**src/rtl/light_phase_timer.sv**
```systemverilog
// light_phase_timer: one-second prescaler plus per-phase seconds counter
// that drives the traffic-light controller's max_r / max_g / max_y inputs.
// Optional feature: define PED_EXTEND_EN to add the ped input and a
// pedestrian request latch that stretches the red phase by PED_SEC seconds.
module light_phase_timer #(
   parameter int TICK_DIV   = 50000000,
   parameter int CNT_W      = 4,
   parameter int RED_SEC    = 6,
   parameter int GREEN_SEC  = 4,
   parameter int YELLOW_SEC = 2,
   parameter int PED_SEC    = 4
) (
   input  logic clk,
   input  logic reset,
   input  logic restart,
   input  logic red,
   input  logic green,
   input  logic yellow,
`ifdef PED_EXTEND_EN
   input  logic ped,
`endif
   output logic tick,
   output logic max_r,
   output logic max_g,
   output logic max_y
);

   localparam int PRE_W = (TICK_DIV > 1) ? $clog2(TICK_DIV) : 1;
   localparam logic [PRE_W-1:0] PRE_LAST = PRE_W'(TICK_DIV - 1);
   localparam logic [CNT_W-1:0] SEC_SAT  = '1;
   localparam logic [CNT_W-1:0] RED_LIM  = CNT_W'(RED_SEC);
   localparam logic [CNT_W-1:0] GRN_LIM  = CNT_W'(GREEN_SEC);
   localparam logic [CNT_W-1:0] YEL_LIM  = CNT_W'(YELLOW_SEC);

   // Reject parameter sets the counters cannot represent.
   generate
      if (TICK_DIV < 2) begin : g_bad_div
         $error("light_phase_timer: TICK_DIV must be at least 2");
      end
      if (RED_SEC + PED_SEC > (2 ** CNT_W) - 1) begin : g_bad_width
         $error("light_phase_timer: CNT_W too narrow for RED_SEC + PED_SEC");
      end
   endgenerate

   logic [PRE_W-1:0] pre_q, pre_d;
   logic [CNT_W-1:0] sec_q, sec_d;
   logic             max_r_q, max_r_d;
   logic             max_g_q, max_g_d;
   logic             max_y_q, max_y_d;
   logic             one_hot;
   logic [CNT_W-1:0] red_lim;

`ifdef PED_EXTEND_EN
   localparam logic [CNT_W-1:0] RED_PED_LIM = CNT_W'(RED_SEC + PED_SEC);
   logic ped_q, ped_d;

   // Pedestrian latch: restart clears it and wins over a new request.
   always_comb begin
      ped_d = ped_q;
      if (restart) begin
         ped_d = 1'b0;
      end else if (ped && red && !max_r_q) begin
         ped_d = 1'b1;
      end
   end

   // Pedestrian latch register.
   always_ff @(posedge clk or negedge reset) begin
      if (!reset) begin
         ped_q <= 1'b0;
      end else begin
         ped_q <= ped_d;
      end
   end

   assign red_lim = ped_q ? RED_PED_LIM : RED_LIM;
`else
   assign red_lim = RED_LIM;
`endif

   // tick is decoded from the registered prescaler; a restart suppresses it.
   assign tick = (pre_q == PRE_LAST) && !restart;

   // Exactly one phase input must be active for any expiry to be reported.
   always_comb begin
      one_hot = 1'b0;
      case ({red, green, yellow})
         3'b100, 3'b010, 3'b001: one_hot = 1'b1;
         default:                one_hot = 1'b0;
      endcase
   end

   // Next state for prescaler, saturating seconds counter and expiry flags.
   always_comb begin
      pre_d = pre_q;
      sec_d = sec_q;
      if (restart) begin
         pre_d = '0;
         sec_d = '0;
      end else begin
         pre_d = tick ? '0 : pre_q + PRE_W'(1);
         if (tick && sec_q != SEC_SAT) begin
            sec_d = sec_q + CNT_W'(1);
         end
      end
      max_r_d = red    && one_hot && (sec_q >= red_lim) && !restart;
      max_g_d = green  && one_hot && (sec_q >= GRN_LIM) && !restart;
      max_y_d = yellow && one_hot && (sec_q >= YEL_LIM) && !restart;
   end

   // State registers; reset aborts any count in progress immediately.
   always_ff @(posedge clk or negedge reset) begin
      if (!reset) begin
         pre_q   <= '0;
         sec_q   <= '0;
         max_r_q <= 1'b0;
         max_g_q <= 1'b0;
         max_y_q <= 1'b0;
      end else begin
         pre_q   <= pre_d;
         sec_q   <= sec_d;
         max_r_q <= max_r_d;
         max_g_q <= max_g_d;
         max_y_q <= max_y_d;
      end
   end

   assign max_r = max_r_q;
   assign max_g = max_g_q;
   assign max_y = max_y_q;

endmodule
```
**config.mk**
```make
export PLATFORM = sky130hd
export DESIGN_NAME = light_phase_timer
export DESIGN_NICKNAME = d
export VERILOG_FILES = /design/src/rtl/light_phase_timer.sv
export SDC_FILE = /design/constraint.sdc
export NUM_CORES = 1
export LEC_CHECK = 0
export ABC_AREA = 1
export BUFFER_PORTS_ARGS = -buffer_cell sky130_fd_sc_hd__buf_2
export CORE_UTILIZATION = 60
export DETAILED_ROUTE_END_ITERATION = 8
export GPL_TIMING_DRIVEN = 0
export PLACE_DENSITY = 0.78
export SETUP_SLACK_MARGIN = 0.4
export SYNTH_ARGS = -nofsm -noshare
export SYNTH_HDL_FRONTEND = slang
export SYNTH_SLANG_ARGS = --single-unit
```
**constraint.sdc**
```tcl
create_clock -name clk -period 1.98 [get_ports clk]
set_input_delay 0.396 -clock clk [delete_from_list [all_inputs] [get_ports clk]]
set_output_delay 0.396 -clock clk [all_outputs]
set_load 0.02 [all_outputs]
```
* After elaboration in Yosys (flattened, before gate mapping)
Cells that the tools add are included.
** Operators by class
- Reduce and logical (&&, ||, !) cells :: 14
- Equality and inequality tests :: 5
- $add $sub $neg :: 2
- Magnitude comparators :: 3
- Muxes and demuxes :: 5
** Operators with widths (number)
- 26-bit 2-to-1 mux :: 2
- 26-bit by 1-bit adder with 26-bit output (second input constant) :: 1
- 26-bit == test (second input constant) :: 1
- 1-bit logical AND :: 11
- 4-bit by 3-bit greater-or-equal comparator with 1-bit output (second input constant) :: 2
- 4-bit 2-to-1 mux :: 2
- 4-bit by 1-bit adder with 4-bit output (second input constant) :: 1
- 4-bit by 2-bit greater-or-equal comparator with 1-bit output (second input constant) :: 1
- 4-bit inequality test (second input constant) :: 1
- 3-bit by 1-bit == test with 1-bit output (second input constant) :: 1
- 3-bit by 2-bit == test with 1-bit output (second input constant) :: 1
- 3-bit == test (second input constant) :: 1
- 3-bit OR reduction :: 1
- 2-bit nonzero test :: 1
- 1-bit logical NOT :: 1
- 1-bit 2-to-1 mux :: 1
** Storage, ports and cells
- Output and inout bits :: 4
- Word-level logic and storage cells :: 34
- Flip-flop bits (word level) :: 33

* Depth between registers and ports, before layout
- Depth in word-level cells :: 6
- Gate-level depth with buffers :: 10
- Gate-level depth less buffers :: 9

* Worst setup path before layout
OpenSTA, ideal clock, no wires.
- Kind :: register to output
- Start point :: register pre_q[0]
- End point :: output port tick
- Arrival time :: 1.036 ns
- Stages on the path, launching flop included :: 6
- Slack :: 0.548 ns
- Path buffers :: 0
- Cell sequence :: dfrtp_1 ha_1 nand3_2 nor2_1 nand2_1 inv_1
** Between the ends
- Cells in the longest elaborated chain, start to end :: 2
** RTL lines
- start: declaration :: RTL line 45 : logic [PRE_W-1:0] pre_q, pre_d;
- start signal: assignment :: RTL line 120 : pre_q <= pre_d;
- 26-bit == test :: RTL line 82 : assign tick = (pre_q == PRE_LAST) && !restart;
- 1-bit logical AND :: RTL line 82
- end: declaration :: RTL line 22 : output logic tick,
Every way passes these cells.

* Worst setup path after layout
- Start point :: register pre_q[9]
- End point :: output port tick
The elaborated chain is that of the path after synthesis.

==> results.md <==
- Hold WC Path Type: primary input to async pin
- Worst-path fanout max: 3
- Die W: 61.3 µm
- Worst clock skew: 0.0124 ns
- Slew @ Worst Pin: 0.755 ns
- First-pass GRT wire length: 7780 µm
- Placed inst area: 2210 µm²
- Hold Vio Cnt, Final: 0
- GRT Total Usage: 28.8%
- Detailed Place HPWL: 3330 µm
- Dpl cells: 357
- RD Place Congestion: 0.894
- Syn nets: 312
- CTS Sinks: 33
- Worst path cell trace: inv_2, nand2_1, nor2_1, nand2_1, nor2_1, nand2_1, inv_1, buf_6
- Via density: 5.10
- I/O pins: 10
- Pwr dens: 452 nW/µm²
- Reg clk slew, reported paths: 0.10 ns
- Ant diodes: 0
- Number of max-cap violations: 0
- Largest net degree at the start of global routing: 34
- CTS Hold Bufs: 0
- WL final: 4980 µm
- Clock latency on the worst-skew pair: 0.34 ns
- Slew Limit Fails: 0
- Die Y: 61.3 µm
- Mapped Cells: 302
- CP top delay family: simple AND/OR/NAND/NOR gates
- Setup crit end kind: output port
- Worst Path Arrival: 1.42 ns
- IO Port Bufs: 9
- Leakage Power: 0.00121 µW
- Clk buf depth: 2
- Core area: 3360 µm²
- Initial antenna violation count: 0
- Die area: 3760 µm²
- Std-Cell Rows: 21
- Fill count: 291
- Post-Synth XOR/XNOR Area: 3.74%
- Setup TNS: 0 ns
- Syn Std Cell Area: 2110 µm²
- GRT overflow: 0
- Critical Path RT: 1.58 ns
- Slew headroom: 49.7%
- Worst Path Buf+Inv: 3
- First drt pass iteration count: 4
- Fmax: 0.550 GHz
- Post-Synth Simple-Gate Area: 44.8%
- Seq/Total Area, Yosys: 39.1%
- Tmin final: 1.82 ns
- Layout Cells excl Fill: 387
- # setup viols final: 0
- Layout Nets: 351
- Worst Setup Path Type: register to output port
- Syn Area/Cell: 6.99 µm²
- Most used cell, CP: nand2_1
- Period utilisation layout: 91.8%
- Number of synthesis warnings: 0
- H-Tree Depth: 2
- DRC: 0
- Status: complete, no violations
- Yosys reg bits: 33
- Crit path max-delay cell type: dfrtp_1
- RSZ-0062 raised after global routing: yes
- Clk root buf: clkbuf_4
- Vias: 1975
- Drt initial violations: 113
- Final ANT Viol Nets: 0
- Layout cell share with drive strength beyond 1: 25.2%
- Wire length per cell: 12.9 µm
- Layout area overhead: 19.5%
- CTS tree: yes
- TritonCTS buffer count: 5
- Initial Utilization: 62.7%
- CP max stage delay: 0.41 ns
- Startpoint types: register
- Cell area after layout: 2520 µm²
- Number of global-route vias before repair: 1785
- Synth Area in Compound Gates: 2.25%
- Peak VDD IR: 356 µV
- Adder-Cell Fraction of Synth Area: 2.37%
- Distinct cells, synth: 26
- Post-synthesis mux area share: 0%
- Largest family of logic cells by synthesized area: simple AND/OR/NAND/NOR gates
[final cells by class]
cell class,instances,area (µm²),area share [%]
Timing Repair Buffer,32,224,8.88
Tap cell,46,57.6,2.28
Multi-Input combinational cell,228,1190,47.4
Clock buffer,7,55.1,2.18
Buffer,2,15.0,0.596
Sequential cell,33,828,32.9
Inverter,39,146,5.81
[worst reg2reg max path, stage by stage, from the launching register on]
cell and delay, ns:
dfrtp_1 0.40, buf_4 0.15, ha_1 0.14, nand3_1 0.13, nor2_2 0.20, nand2_2 0.14
nor2_4 0.12, nand2_1 0.07, nor2_1 0.11, nor2_2 0.05
[path summary, 6_finish.rpt]
path,from,endpoint,slack (ns),cells after the start
worst max-delay path,pre_q[9]$_DFF_PN0_,tick,0.16,8
min in group clk,red,max_r$_DFF_PN0_,0.32,3
worst min register to register,sec_q[3]$_DFFE_PN0P_,sec_q[3]$_DFFE_PN0P_,0.56,2
max in group asynchronous,reset,pre_q[17]$_DFF_PN0_,1.34,1
worst max register to register,pre_q[0]$_DFF_PN0_,pre_q[22]$_DFF_PN0_,0.39,9
worst min-delay path,reset,pre_q[13]$_DFF_PN0_,0.10,1
[registers in the layout, summed over array words and instances, names as in the netlist]
signal and flops:
pre_q 26, max_g 1, max_y 1, max_r 1
sec_q 4
[report_power, final]
group,switching [µW],total [µW],internal [µW]
logic,42.8,64.5,21.7
clock network,221,389,168
registers,6.74,685,678
[logic make-up (layout without fill, tap and decap cells)]
logic type / Yosys count / after routing
compound gates: 9 / 9
flops: 33 / 33
simple gates: 206 / 206
xor+xnor: 9 / 9
buf+inv: 41 / 80
fa+ha+maj: 4 / 4
[layout by cell type, fill, tap and decap left out, types with 8 or more instances in the layout]
master,instances
inv_1,32
buf_4,23
buf_2,8
nand2_2,9
nand2_1,76
dfrtp_1,31
nor2_4,8
nor2_1,62
nor3_1,9
nor2_2,10
nand3_1,20
[synthesized netlist by cell type]
master	instances	area, µm²
ha_1	4	50.1
nor3_1	9	45.0
nor3_2	2	20.0
a21oi_1	6	30.0
clkbuf_1	1	3.75
o21ai_0	2	10.0
buf_6	1	11.3
nor2_8	1	20.0
nand3_2	2	20.0
inv_1	36	135
xor2_1	5	43.8
dfrtp_1	33	826
inv_2	3	11.3
nor2_4	4	45.0
nor2_1	68	255
a211oi_1	1	7.51
nand3b_1	1	7.51
nand3_1	20	100
nand4_1	1	6.26
nor2_2	8	50.1
nand2_4	1	11.3
nand2_1	81	304
nand2_2	5	31.3
nand3_4	1	17.5
xnor2_1	4	35.0
or2_2	2	12.5
[per-layer routing]
layer	vias to the layer above	track usage (%)	wire, µm
met2	46	49.4	2500
met4	0	8.44	70
met1	919	36.9	2140
li1	1003	-	-
met3	7	5.88	265
met5	-	0	0
[per-stage QoR]
step	utilization [%]	power [µW]	setup WS [ns]	hold slack, ns
after CTS	73.2	1150	0.182	0.130
after global routing	75.0	1170	0.0529	0.173
after floorplan	-	724	0.548	0.100
after global placement	65.8	751	0.370	0.505
after detailed placement	65.8	752	0.326	0.500
final	75.0	1140	0.163	0.105
[timing repair]
| item | in CTS | in global routing |
|---|---|---|
| setup endpoints to repair | 1 | 14 |
| hold endpoints to repair | 0 | 0 |
| setup buffers | 19 | 4 |
| pin swaps | 7 | 4 |
| resized for setup | 17 | 10 |
Power figures use the tool's default switching activity.
